**config.mk**
```make
export PLATFORM = sky130hd
export DESIGN_NAME = reply_arbiter
export DESIGN_NICKNAME = d
export VERILOG_FILES = /design/src/rtl/reply_arbiter.sv
export SDC_FILE = /design/constraint.sdc
export NUM_CORES = 1
export LEC_CHECK = 0
export ABC_AREA = 1
export BUFFER_PORTS_ARGS = -buffer_cell sky130_fd_sc_hd__clkbuf_2
export CAP_MARGIN = 10
export CORE_UTILIZATION = 40
export DETAILED_ROUTE_END_ITERATION = 12
export PLACE_DENSITY = 0.66
export SLEW_MARGIN = 20
export SYNTH_ARGS = -nofsm -noshare
export SYNTH_HDL_FRONTEND = slang
export SYNTH_SLANG_ARGS = --single-unit
```
**constraint.sdc**
```tcl
create_clock -name txclk -period 1.9 [get_ports txclk]
set_input_delay 0.19 -clock txclk [delete_from_list [all_inputs] [get_ports txclk]]
set_output_delay 0.19 -clock txclk [all_outputs]
set_load 0.01 [all_outputs]
```
**src/rtl/reply_arbiter.sv**
```systemverilog
// ---------------------------------------------------------------------------
// reply_arbiter
//
// Shares the single 16-bit RX reply channel between two reply producers:
//   port 0 = command reader, port 1 = status/event reporter.
// Grants are packet-atomic and round-robin. Packets are capped at MAX_WORDS
// words, and every packet close is followed by GAP_CYCLES idle cycles.
//
// Handshake (valid/ready): wrN is the producer's valid and enN is its ready.
// A word is accepted on a rising txclk edge only when wrN and enN are both
// high in BUSYn; dataN must be stable with wrN. enN is combinational
// (rx_WR_enabled & gntN). A write with enN low is discarded and flagged.
// doneN is a one-cycle end-of-packet pulse. It may coincide with the last
// word; that word is forwarded first, and the close follows.
//
// Ports:
//   txclk, reset            clock, synchronous active-high reset
//   req0/1                  channel request, held until the producer's done
//   gnt0/1                  registered grant, one-hot or zero
//   en0/1                   write enable to producer (rx_WR_enabled & gntN)
//   wr0/1, data0/1, done0/1 producer word strobe, word, end-of-packet
//   rx_WR_enabled           downstream builder can accept a word
//   rx_WR, rx_databus       registered word strobe and word to the builder
//   rx_WR_done              registered one-cycle end-of-packet pulse
//   drop_err                sticky: write attempted while enN low
//   trunc_err               sticky: MAX_WORDS reached without done
//   abort_err               sticky: req dropped mid-packet without done
//   word_cnt                words forwarded in the current grant
//   state_dbg               FSM state for observation
//                           (0 IDLE, 1 BUSY0, 2 BUSY1, 3 CLOSE, 4 GAP)
// ---------------------------------------------------------------------------
module reply_arbiter #(
    parameter int MAX_WORDS  = 64,
    parameter int GAP_CYCLES = 2
) (
    input  logic        txclk,
    input  logic        reset,
    input  logic        req0,
    input  logic        req1,
    output logic        gnt0,
    output logic        gnt1,
    output logic        en0,
    output logic        en1,
    input  logic        wr0,
    input  logic        wr1,
    input  logic [15:0] data0,
    input  logic [15:0] data1,
    input  logic        done0,
    input  logic        done1,
    input  logic        rx_WR_enabled,
    output logic        rx_WR,
    output logic [15:0] rx_databus,
    output logic        rx_WR_done,
    output logic        drop_err,
    output logic        trunc_err,
    output logic        abort_err,
    output logic [7:0]  word_cnt,
    output logic [2:0]  state_dbg
);

    typedef enum logic [2:0] {
        IDLE  = 3'd0,
        BUSY0 = 3'd1,
        BUSY1 = 3'd2,
        CLOSE = 3'd3,
        GAP   = 3'd4
    } state_t;

    localparam logic [7:0] MAX_W    = 8'(MAX_WORDS);
    localparam bit         NO_GAP   = (GAP_CYCLES == 0);
    localparam logic [3:0] GAP_LAST = NO_GAP ? 4'd0 : 4'(GAP_CYCLES - 1);

    state_t      state, state_nx;
    logic        last_served, last_served_nx;
    logic        gnt0_nx, gnt1_nx;
    logic        rx_wr_nx;
    logic [15:0] rx_data_nx;
    logic        rx_done_nx;
    logic        drop_nx, trunc_nx, abort_nx;
    logic [7:0]  word_cnt_nx;
    logic [3:0]  gap_cnt, gap_cnt_nx;

    // After a truncation the producer is still inside its packet; its
    // remaining writes are swallowed and its request is kept out of
    // arbitration until it signals done (or drops the request).
    logic        flush0, flush1, flush0_nx, flush1_nx;

    // Signals of the port owning the current grant
    logic        sel1;
    logic        cur_req, cur_wr, cur_done, cur_en;
    logic [15:0] cur_data;
    logic        accept;
    logic        arb0, arb1;

    assign en0 = rx_WR_enabled & gnt0;
    assign en1 = rx_WR_enabled & gnt1;

    assign sel1     = (state == BUSY1);
    assign cur_req  = sel1 ? req1  : req0;
    assign cur_wr   = sel1 ? wr1   : wr0;
    assign cur_done = sel1 ? done1 : done0;
    assign cur_en   = sel1 ? en1   : en0;
    assign cur_data = sel1 ? data1 : data0;
    assign accept   = cur_wr & cur_en;

    assign arb0 = req0 & ~flush0;
    assign arb1 = req1 & ~flush1;

    assign state_dbg = state;

    always_comb begin
        state_nx       = state;
        last_served_nx = last_served;
        gnt0_nx        = gnt0;
        gnt1_nx        = gnt1;
        rx_wr_nx       = 1'b0;
        rx_data_nx     = rx_databus;
        rx_done_nx     = 1'b0;
        drop_nx        = drop_err;
        trunc_nx       = trunc_err;
        abort_nx       = abort_err;
        word_cnt_nx    = word_cnt;
        gap_cnt_nx     = gap_cnt;
        flush0_nx      = flush0 & req0 & ~done0;
        flush1_nx      = flush1 & req1 & ~done1;

        unique case (state)
            IDLE: begin
                // Tie goes to the port that was not served last
                if (arb0 && (!arb1 || last_served)) begin
                    state_nx       = BUSY0;
                    gnt0_nx        = 1'b1;
                    word_cnt_nx    = 8'd0;
                    last_served_nx = 1'b0;
                end else if (arb1) begin
                    state_nx       = BUSY1;
                    gnt1_nx        = 1'b1;
                    word_cnt_nx    = 8'd0;
                    last_served_nx = 1'b1;
                end
            end

            BUSY0, BUSY1: begin
                if (accept) begin
                    rx_wr_nx    = 1'b1;
                    rx_data_nx  = cur_data;
                    word_cnt_nx = (word_cnt == 8'hFF) ? 8'hFF : word_cnt + 8'd1;
                end
                if (cur_wr && !cur_en) begin
                    drop_nx = 1'b1;
                end
                // Close priority: done, then abort, then truncation
                if (cur_done) begin
                    state_nx = CLOSE;
                end else if (!cur_req) begin
                    state_nx = CLOSE;
                    abort_nx = 1'b1;
                end else if (accept && (word_cnt_nx == MAX_W)) begin
                    state_nx = CLOSE;
                    trunc_nx = 1'b1;
                    if (sel1) begin
                        flush1_nx = 1'b1;
                    end else begin
                        flush0_nx = 1'b1;
                    end
                end
            end

            CLOSE: begin
                // Grant stays up through this cycle so the done pulse
                // trails the last forwarded word by one cycle.
                gnt0_nx    = 1'b0;
                gnt1_nx    = 1'b0;
                rx_done_nx = 1'b1;
                gap_cnt_nx = 4'd0;
                state_nx   = NO_GAP ? IDLE : GAP;
            end

            GAP: begin
                if (gap_cnt == GAP_LAST) begin
                    state_nx = IDLE;
                end else begin
                    gap_cnt_nx = gap_cnt + 4'd1;
                end
            end

            default: begin
                state_nx = IDLE;
                gnt0_nx  = 1'b0;
                gnt1_nx  = 1'b0;
            end
        endcase
    end

    always_ff @(posedge txclk) begin
        if (reset) begin
            state       <= IDLE;
            last_served <= 1'b1;
            gnt0        <= 1'b0;
            gnt1        <= 1'b0;
            rx_WR       <= 1'b0;
            rx_databus  <= 16'h0000;
            rx_WR_done  <= 1'b0;
            drop_err    <= 1'b0;
            trunc_err   <= 1'b0;
            abort_err   <= 1'b0;
            word_cnt    <= 8'd0;
            gap_cnt     <= 4'd0;
            flush0      <= 1'b0;
            flush1      <= 1'b0;
        end else begin
            state       <= state_nx;
            last_served <= last_served_nx;
            gnt0        <= gnt0_nx;
            gnt1        <= gnt1_nx;
            rx_WR       <= rx_wr_nx;
            rx_databus  <= rx_data_nx;
            rx_WR_done  <= rx_done_nx;
            drop_err    <= drop_nx;
            trunc_err   <= trunc_nx;
            abort_err   <= abort_nx;
            word_cnt    <= word_cnt_nx;
            gap_cnt     <= gap_cnt_nx;
            flush0      <= flush0_nx;
            flush1      <= flush1_nx;
        end
    end

endmodule
```
==> qor.csv, run 1 <==
metric,value,unit
floorplan.die.height,75.9,um
floorplan.io_pins,77,
post_dr_wirelength_cell,11.9,um
ys_warn_count,0,
tritoncts_num_sinks,41,
final-setup-viol-count,0,
pwr_total,2.89,mW
finalHoldViolations,0,
seq_area_frac_synth,37.6,%
ys_types,28,
swShare,42.1,%
largest_clock_skew_in_the_final_design,11.7,ps
preCtsSetupSlack,65.6,ps
max-slew-margin-rel,76.0,%
rows,26,
grtUsageTotal,20.3,%
final_min_period_over_clock_period,91.8,%
critical_path_s_slowest_cell,dfxtp_2,
final_layout_size_suffix_gt1_share,31.3,%
share_comb_of_total_power,44.1,%
clock.fmax,0.573,GHz
synth_area_per_cell,6.69,um2
clockBufferDepth,2,
worst_path_largest_cell_delay,350,ps
timing.final.max_slew_violations,0,
layout-area-overhead-vs-synth,29.1,%
timing.critical_path.from_type,flip-flop,
p_per_area,1030,mW/mm2
critical_path.cell_chain,"buf_4, nor2_1, inv_1, nor2_1, inv_1, a31oi_1, nor2_1, inv_1, nand2_1, nor2_1, nor3_1",
layout.cells.non_filler,482,
syn-cell-area,0.00218,mm2
cts-root-buf,clkbuf_8,
post-route-drc-count,0,
share_clk_of_total_power,20.0,%
crit_path_end_kind,flip-flop,
grt_first_pass_wirelength,8.83,mm
routabilityCongestion,0.911,
die_area,0.00575,mm2
cpMostUsedCell,nor2_1,
ir_worst_vdd,0.000394,V
synth.net_count,370,
antenna_violations_before_repair,0,
worst_path_dominant_cell_family,simple AND/OR/NAND/NOR gates,
grt_overflow,0,
drt_first_pass_iters,4,
place.detailed.instances,472,
buffers_inverters_on_critical_path,4,
worst_skew_pair_later_pin_latency,300,ps
path_max_fanout,6,
initial_utilization,42.2,%
power.sequential.fraction,35.9,%
route.final.wire_length,5.73,mm
net-switching-power,1.22,mW
class_of_the_tightest_hold_or_removal_check,input pin to flip-flop,
die_w,75.9,um
clock_tree.htree_level_count,2,
path_clk_slew,90,ps
fin_crit,1740,ps
grt_pass1_vias,1953,
status,"complete, no violations",
critical_path_arrival,1940,ps
antennaDiodeCount,0,
post-dp-hpwl,4.27,mm
drt-vias-per-instance,4.94,
cts_buffers,5,
worst_slew_pin_slew,359,ps
tritoncts,built,
placement.io_buffers,76,
kind_of_critical_path,flip-flop to flip-flop,
cap_viol_max_count,0,
internal_cell_power,1.67,mW
worst_slack,156,ps
drt-initial-drc-count,82,
layout.core_utilization,54.5,%
synthCells,326,
num_vias,2379,
number_of_routed_nets_with_antenna_violations,0,
coreArea,0.00517,mm2
p_leak,1.36,nW
critical_path_required,2090,ps
layout.nets,455,
tns,0,ps
ys_ff_latch,41,
grt_start_max_net_pins,19,
[sequential cells by signal, summed over array words and instances (netlist names)]
| register | cells |
|---|---|
| last_served | 1 |
| flush0 | 1 |
| trunc_err | 1 |
| state_dbg | 3 |
| word_cnt | 8 |
| gnt0 | 1 |
| flush1 | 1 |
| drop_err | 1 |
| rx_WR | 1 |
| abort_err | 1 |
| rx_databus | 16 |
| gap_cnt | 4 |
| gnt1 | 1 |
| rx_WR_done | 1 |
[power by group through the flow]
stage	clock [mW]	sequential, mW	combinational, mW
2_1_floorplan	0	1.09	0.764
6_report	0.577	1.04	1.28
5_1_grt	0.621	1.05	1.41
3_3_place_gp	0	1.05	1.21
4_1_cts	0.592	1.03	1.22
3_5_place_dp	0	1.05	1.22
[worst paths after layout]
kind,cells after the start,slack (ps),endpoint,start
setup / recovery,11,160,gap_cnt[3],state_dbg[0]
hold / removal,3,120,rx_databus[3],data0[3]
setup reg to reg,11,160,gap_cnt[3],state_dbg[0]
hold reg to reg,2,480,flush1,flush1
[logic make-up (layout without fill, tap and decap cells)]
group / after synthesis / after routing / synth area share (%)
xor gates and xnor gates: 1 / 1 / 0.401
and+or+nand+nor: 171 / 171 / 35.3
adders and majority gates: 3 / 3 / 1.72
buffers and inverters: 43 / 129 / 7.63
AOI/OAI and AO/OA: 67 / 67 / 17.4
DFF: 41 / 41 / 37.6
[routing by layer]
layer | part of all wire, % | GRT usage (%) | up-vias
met2 | 40 | 29.6 | 90
met3 | 6.6 | 5.03 | 10
li1 | - | - | 1241
met5 | 0 | 0 | -
met4 | 1.9 | 9.47 | 0
met1 | 51 | 28.0 | 1038
[repair_timing]
item,4_1_cts,5_1_grt
buffers inserted,0,2
hold buffers,0,0
hold endpoints to repair,0,0
endpoints found under the setup margin,0,7
gates resized for setup,0,11
[worst register-to-register path: cells and delay by family, from the launching register on]
kind / cells / cell delay (ps)
AND/OR/NAND/NOR: 6 / 610
buffers and inverters: 4 / 450
AO/OA/AOI/OAI: 1 / 220
flip-flops: 1 / 350
[Yosys cell counts, drive strengths merged]
master  instances  area, um2
a211oi          4       30.0
nand3          23        138
o31ai           1       7.51
dfxtp          41        821
or2             2       12.5
ha              3       37.5
nand4           2       12.5
xnor2           1       8.76
buf             6       27.5
nand3b          1       7.51
o21bai          1       7.51
nor3            4       20.0
o21ai          22        114
a21oi          19       95.1
clkbuf          6       22.5
inv            31        116
nand2         102        418
nor2           37        161
a31oi          20        125
[layout by cell type (no fill, tap or decap), drive strengths merged]
cell      n
o21ai    22
or2       2
a31oi    20
clkinv    2
o31ai     1
nor2     37
xnor2     1
nand3    23
nand3b    1
nor3      4
a211oi    4
nand4     2
clkbuf   82
ha        3
a21oi    19
nand2   102
inv      31
dfxtp    41
buf      14
o21bai    1
[stage by stage]
step	hold slack (ps)	cell area [um2]
2_1_floorplan	339	2180
3_3_place_gp	438	2690
3_5_place_dp	446	2690
4_1_cts	118	2770
5_1_grt	132	2820
6_report	124	2820
[final cells by class]
| class | instances | area [um2] |
|---|---|---|
| Fill cell | 519 | 2360 |
| Multi-Input combinational cell | 242 | 1210 |
| Sequential cell | 41 | 827 |
| Timing Repair Buffer | 90 | 485 |
| Inverter | 31 | 119 |
| Tap cell | 70 | 87.6 |
| Clock buffer | 6 | 72.6 |
| Clock inverter | 2 | 10.0 |
No activity file was read; power rests on OpenSTA's default activity.
==> run 2: changes to the inputs <==
--- a/config.mk
+++ b/config.mk
@@ -9,8 +9,10 @@
 export BUFFER_PORTS_ARGS = -buffer_cell sky130_fd_sc_hd__clkbuf_2
 export CAP_MARGIN = 10
 export CORE_UTILIZATION = 40
+export CTS_BUF_LIST = sky130_fd_sc_hd__clkbuf_2
 export DETAILED_ROUTE_END_ITERATION = 12
 export PLACE_DENSITY = 0.66
+export RECOVER_POWER = 50
 export SLEW_MARGIN = 20
 export SYNTH_ARGS = -nofsm -noshare
 export SYNTH_HDL_FRONTEND = slang
==> run 2 against run 1 <==
Combinational power is 3% higher. Clock power is 31% lower. Largest cell class unchanged. Final area is 9.0% higher. Die area stayed put. Routed wire length is 15% higher. Highest routed layer unchanged.
==> qor.csv, run 2 (synthesis gave the netlist of run 1 again) <==
metric,value,unit,change
status,"complete, no violations",,unchanged
kind_of_critical_path,flip-flop to flip-flop,,unchanged
worst_skew_pair_later_pin_latency,440,ps,was 300 ps
cts-root-buf,clkbuf_2,,was clkbuf_8
final-setup-viol-count,0,,unchanged
p_per_area,899,mW/mm2,was 1030 mW/mm2
grt_overflow,0,,unchanged
coreArea,0.00517,mm2,unchanged
tritoncts,built,,unchanged
die_w,75.9,um,unchanged
start_point_of_the_critical_path,state_dbg[0],,unchanged
final_layout_size_suffix_gt1_share,22.9,%,was 31.3%
grt_pass1_vias,2205,,was 1953
placement.io_buffers,76,,unchanged
worst_path_dominant_cell_family,simple AND/OR/NAND/NOR gates,,unchanged
layout.nets,488,,was 455
grtUsageTotal,23.3,%,was 20.3%
final_min_period_over_clock_period,95.2,%,was 91.8%
critical_path_s_slowest_cell,dfxtp_2,,unchanged
drt_first_pass_iters,4,,unchanged
antennaDiodeCount,0,,unchanged
clock_tree.htree_level_count,2,,unchanged
most_used_cells_in_the_layout_excluding_fill_and_tap_cells,"nand2_1, clkbuf_2, dfxtp_1",,unchanged
worst_slew_pin_slew,452,ps,was 359 ps
floorplan.die.height,75.9,um,unchanged
routabilityCongestion,0.911,,unchanged
number_of_routed_nets_with_antenna_violations,0,,unchanged
pwr_total,2.76,mW,was 2.89 mW
worst_path_largest_cell_delay,390,ps,was 350 ps
critical_path_required,2250,ps,was 2090 ps
cts_buffers,5,,unchanged
rr_endpoint,flush0,,was gap_cnt[3]
path_max_fanout,7,,was 6
reg_top3,"rx_databus: 16 flops, word_cnt: 8 flops, gap_cnt: 4 flops",,unchanged
tritoncts_num_sinks,41,,unchanged
buffers_inverters_on_critical_path,1,,was 4
clockBufferDepth,2,,unchanged
post-dp-hpwl,4.27,mm,unchanged
crit_path_end_kind,flip-flop,,unchanged
cpMostUsedCell,nand2_1,,was nor2_1
die_area,0.00575,mm2,unchanged
cap_viol_max_count,0,,unchanged
r2r-start,state_dbg[0],,unchanged
drt-vias-per-instance,5.01,,was 4.94
fin_crit,1810,ps,was 1740 ps
floorplan.io_pins,77,,unchanged
largest_register_ffs,16,,unchanged
num_vias,2580,,was 2379
path_clk_slew,240,ps,was 90 ps
ir_worst_vdd,0.000400,V,was 0.000394 V
max-slew-margin-rel,69.8,%,was 76.0%
rsz0062_at_grt,yes,,
clock.fmax,0.553,GHz,was 0.573 GHz
regMostFlops,rx_databus,,unchanged
finalHoldViolations,0,,unchanged
timing.reg2reg.worst_path_depth,12,,was 11
tns,0,ps,unchanged
class_of_the_tightest_hold_or_removal_check,input pin to flip-flop,,unchanged
initial_utilization,42.2,%,unchanged
critical_path.cell_chain,"buf_4, nor2_4, nand3_2, nand2_4, nand2_4, nand2_1, nand2_1, nor2_2, nand2_2, nor2_2, nand2_1, a21oi_1",,"was buf_4, nor2_1, inv_1, nor2_1, inv_1, a31oi_1, nor2_1, inv_1, nand2_1, nor2_1, nor3_1"
timing.critical_path.from_type,flip-flop,,unchanged
route.final.wire_length,6.58,mm,was 5.73 mm
critPathCapture,flush0,,was gap_cnt[3]
cp.depth,12,,was 11
largest_clock_skew_in_the_final_design,39.0,ps,was 11.7 ps
timing.final.max_slew_violations,0,,unchanged
rows,26,,unchanged
layout-area-overhead-vs-synth,40.7,%,was 29.1%
antenna_violations_before_repair,0,,unchanged
critical_path_arrival,2160,ps,was 1940 ps
drt-initial-drc-count,136,,was 82
post-route-drc-count,0,,unchanged
grt_start_max_net_pins,19,,unchanged
mostFrequentLayoutCell,nand2_1,,unchanged
grt_first_pass_wirelength,10.0,mm,was 8.83 mm
p_leak,1.39,nW,was 1.36 nW
ff2ff_setup_slack,90,ps,was 160 ps
post_dr_wirelength_cell,12.8,um,was 11.9 um
## run 2: per-layer routing
layer,vias to the layer above,track usage (%),routed length (um)
met5,-,0,0
met4,0,9.88,114
met3,11,4.50,409
met2,97,36.4,3050
met1,1164,31.2,3010
li1,1308,-,-
## run 2: layout make-up
type / count / area [um2]
fill: 499 / 2100
multi-input combinational: 242 / 1220
clock inverter: 2 / 10.0
timing repair buffer: 123 / 777
tap: 70 / 87.6
inverter: 31 / 119
sequential: 41 / 828
clock buffer: 6 / 30.0
## run 2: report_power, final
part / total, mW / switching (mW) / internal [mW]
registers: 1.04 / 0.0750 / 0.964
logic: 1.32 / 0.850 / 0.473
clock network: 0.397 / 0.305 / 0.0923
## run 2: what timing repair did
item / in CTS / in global routing
gates resized for setup: 0 / 12
hold buffers: 33 / 0
hold endpoints to repair: 17 / 0
endpoints found under the setup margin: 0 / 11
buffers inserted: 0 / 2
## run 2: worst min-delay path by stage
stage / start / end / slack, ps / depth (start not counted)
after global routing: req1 / flush1 / 60 / 5
after floorplan: done1 / flush1 / 340 / 3
after global placement: data0[3] / rx_databus[3] / 440 / 3
after CTS: req1 / flush1 / 20 / 5
after detailed placement: data1[12] / rx_databus[12] / 450 / 3
final: req1 / flush1 / 50 / 5
## run 2: worst register-to-register path, stage by stage (launching register included)
cell and delay [ps]:
dfxtp_2 390, buf_4 150, nor2_4 150, nand3_2 100, nand2_4 120, nand2_4 90, nand2_1 70, nand2_1 80
nor2_2 100, nand2_2 90, nor2_2 180, nand2_1 80, a21oi_1 120
## run 2: through the flow
stage / hold WS [ps] / cell area [um2] / utilization [%] / cells / setup WS, ps
final: 53.2 / 3070 / 59.4 / 515 / 91.5
after global routing: 59.7 / 3070 / 59.4 / 515 / -15.8
after CTS: 22.9 / 3060 / 59.2 / 513 / 54.4
after detailed placement: 446 / 2690 / 52.0 / 472 / 65.6
after global placement: 438 / 2690 / 52.0 / 472 / 131
after floorplan: 339 / 2180 / - / 326 / 190
==> run 3: changes to the inputs <==
--- a/config.mk
+++ b/config.mk
@@ -11,6 +11,7 @@
 export CORE_UTILIZATION = 40
 export CTS_BUF_LIST = sky130_fd_sc_hd__clkbuf_2
 export DETAILED_ROUTE_END_ITERATION = 12
+export HOLD_SLACK_MARGIN = 0.06
 export PLACE_DENSITY = 0.66
 export RECOVER_POWER = 50
 export SLEW_MARGIN = 20
==> run 3 against run 2 <==
Sequential share of layout area is 0.27 points lower. Critical path depth unchanged. Count of clock-buffer cells in the layout unchanged. Routed wire length about the same. Sequential power about the same. Cell count grew 0.58%. Critical endpoint unchanged.
==> qor.csv, run 3 (synthesis gave the netlist of run 1 again) <==
metric,value,unit,change
status,"complete, no violations",,unchanged
floorplan.die.height,75.9,um,unchanged
post-route-drc-count,0,,unchanged
cts_buffers,5,,unchanged
fin_crit,1790,ps,was 1810 ps
max-slew-margin-rel,76.1,%,was 69.8%
detailroute.wirelength.met2,2.97,mm,was 3.05 mm
antenna_violations_before_repair,0,,unchanged
layout-area-overhead-vs-synth,41.7,%,was 40.7%
placement.io_buffers,76,,unchanged
layout.core_utilization,59.8,%,was 59.4%
num_vias,2588,,was 2580
critical_path.cell_chain,"buf_4, nor2_4, nand3_2, nand2_4, nand2_4, nand2_1, nand2_1, nor2_2, nand2_2, nor2_2, nand2_1, a21oi_1",,unchanged
path_clk_slew,240,ps,about the same
largest_register_ffs,16,,unchanged
final_min_period_over_clock_period,94.4,%,was 95.2%
r2r-start,state_dbg[0],,unchanged
worst_path_largest_cell_delay,390,ps,about the same
share_clk_of_total_power,14.5,%,was 14.4%
grt_start_max_net_pins,19,,unchanged
clock.fmax,0.558,GHz,was 0.553 GHz
met1_length,3.06,mm,was 3.01 mm
route.final.wire_length,6.58,mm,about the same
grtUsageTotal,23.1,%,was 23.3%
die_area,0.00575,mm2,unchanged
layout.nets,491,,was 488
clockBufferDepth,2,,unchanged
die_w,75.9,um,unchanged
crit_path_end_kind,flip-flop,,unchanged
worst_slew_pin_slew,357,ps,was 452 ps
most_used_cells_in_the_layout_excluding_fill_and_tap_cells,"nand2_1, clkbuf_2, dfxtp_1",,unchanged
rsz0062_at_grt,yes,,unchanged
class_of_the_tightest_hold_or_removal_check,input pin to flip-flop,,unchanged
routabilityCongestion,0.911,,unchanged
net-switching-power,1.24,mW,was 1.23 mW
final_layout_size_suffix_gt1_share,22.5,%,was 22.9%
cpMostUsedCell,nand2_1,,unchanged
share_comb_of_total_power,48.1,%,was 48.0%
number_of_routed_nets_with_antenna_violations,0,,unchanged
worst_slack,107,ps,was 91.5 ps
tritoncts,built,,unchanged
coreArea,0.00517,mm2,unchanged
min-delay-start,reset,,was req1
min_path_cells,4,,was 5
timing.final.max_slew_violations,0,,unchanged
largest_clock_skew_in_the_final_design,40.9,ps,was 39.0 ps
finalHoldViolations,0,,unchanged
tritoncts_num_sinks,41,,unchanged
p_leak,1.40,nW,was 1.39 nW
rr_endpoint,flush0,,unchanged
floorplan.io_pins,77,,unchanged
p_per_area,898,mW/mm2,was 899 mW/mm2
reg_top3,"rx_databus: 16 flops, word_cnt: 8 flops, gap_cnt: 4 flops",,unchanged
power.sequential.fraction,37.4,%,was 37.7%
initial_utilization,42.2,%,unchanged
drt-vias-per-instance,5.00,,was 5.01
swShare,44.6,%,about the same
grt_overflow,0,,unchanged
terminating_pin_of_the_worst_hold_path,state_dbg[0],,was flush1
final-setup-viol-count,0,,unchanged
mostFrequentLayoutCell,nand2_1,,unchanged
grt_first_pass_wirelength,10.0,mm,about the same
ff2ff_setup_slack,110,ps,was 90 ps
regMostFlops,rx_databus,,unchanged
post-dp-hpwl,4.27,mm,unchanged
highest_layer,met4,,unchanged
drt_first_pass_iters,7,,was 4
path_max_fanout,7,,unchanged
worst_skew_pair_later_pin_latency,430,ps,was 440 ps
rows,26,,unchanged
grt_pass1_vias,2255,,was 2205
met3RoutedLength,429,um,was 409 um
critical_path_required,2250,ps,about the same
post_dr_wirelength_cell,12.7,um,was 12.8 um
critical_path_s_slowest_cell,dfxtp_2,,unchanged
drt-initial-drc-count,118,,was 136
cts-root-buf,clkbuf_2,,unchanged
clock_tree.htree_level_count,2,,unchanged
pwr_total,2.78,mW,was 2.76 mW
antennaDiodeCount,0,,unchanged
timing.reg2reg.worst_path_depth,12,,unchanged
ir_worst_vdd,0.000403,V,was 0.000400 V
timing.critical_path.from_type,flip-flop,,unchanged
cap_viol_max_count,0,,unchanged
kind_of_critical_path,flip-flop to flip-flop,,unchanged
internal_cell_power,1.54,mW,was 1.53 mW
critical_path_arrival,2140,ps,was 2160 ps
preCtsSetupSlack,65.6,ps,unchanged
-- run 3: changes by cell type in the layout (fill, tap and decap cells not counted), sizes merged --
cell         previous run  this run
dlygate4sd3            33        36
-- run 3: metrics by stage --
| step | hold slack (ps) | TNS [ps] | cells | instance area [um2] |
|---|---|---|---|---|
| after floorplan | 339 | 0 | 326 | 2180 |
| after global placement | 438 | 0 | 472 | 2690 |
| after detailed placement | 446 | 0 | 472 | 2690 |
| after CTS | 84.6 | 0 | 516 | 3090 |
| after global routing | 97.7 | -34.8 | 518 | 3090 |
| final | 87.2 | 0 | 518 | 3090 |
-- run 3: critical path: cells and delay by family (launching register included) --
family / cells / cell delay [ps]
AOI/OAI and AO/OA: 1 / 120
buffers and inverters: 1 / 150
DFF: 1 / 390
and+or+nand+nor: 10 / 1050
-- run 3: layout make-up --
| cell class | instances | area (um2) |
|---|---|---|
| Inverter | 31 | 119 |
| Tap cell | 70 | 87.6 |
| Multi-Input combinational cell | 242 | 1210 |
| Clock inverter | 2 | 10.0 |
| Timing Repair Buffer | 126 | 808 |
| Fill cell | 496 | 2080 |
| Sequential cell | 41 | 826 |
| Clock buffer | 6 | 30.0 |
-- run 3: worst max-delay path by stage --
stage / start / cells past startpoint / endpoint / slack [ps]
3_3_place_gp: word_cnt[0] / 13 / state_dbg[0] / 130
2_1_floorplan: word_cnt[1] / 12 / state_dbg[0] / 190
5_1_grt: state_dbg[0] / 11 / gap_cnt[3] / -10
4_1_cts: word_cnt[0] / 12 / state_dbg[1] / 50
3_5_place_dp: word_cnt[0] / 12 / state_dbg[1] / 70
6_report: state_dbg[0] / 12 / flush0 / 110
-- run 3: repair_timing --
| item | CTS | global route |
|---|---|---|
| buffers inserted | 0 | 2 |
| endpoints found under the hold margin | 18 | 0 |
| setup endpoints to repair | 0 | 10 |
| resized for setup | 0 | 10 |
| hold buffers | 36 | 0 |
-- run 3: layer usage --
layer	vias to the layer above	track usage [%]
met2	90	36.6
met3	12	4.76
met1	1174	30.3
met5	-	0
met4	0	10.1
li1	1312	-
-- run 3: power groups by stage --
stage                     Clock, mW  Sequential (mW)  Combinational (mW)
final                         0.404             1.04                1.34
after global routing          0.436             1.05                1.47
after CTS                     0.414             1.03                1.28
after detailed placement          0             1.05                1.22
after global placement            0             1.05                1.21
after floorplan                   0             1.09               0.764
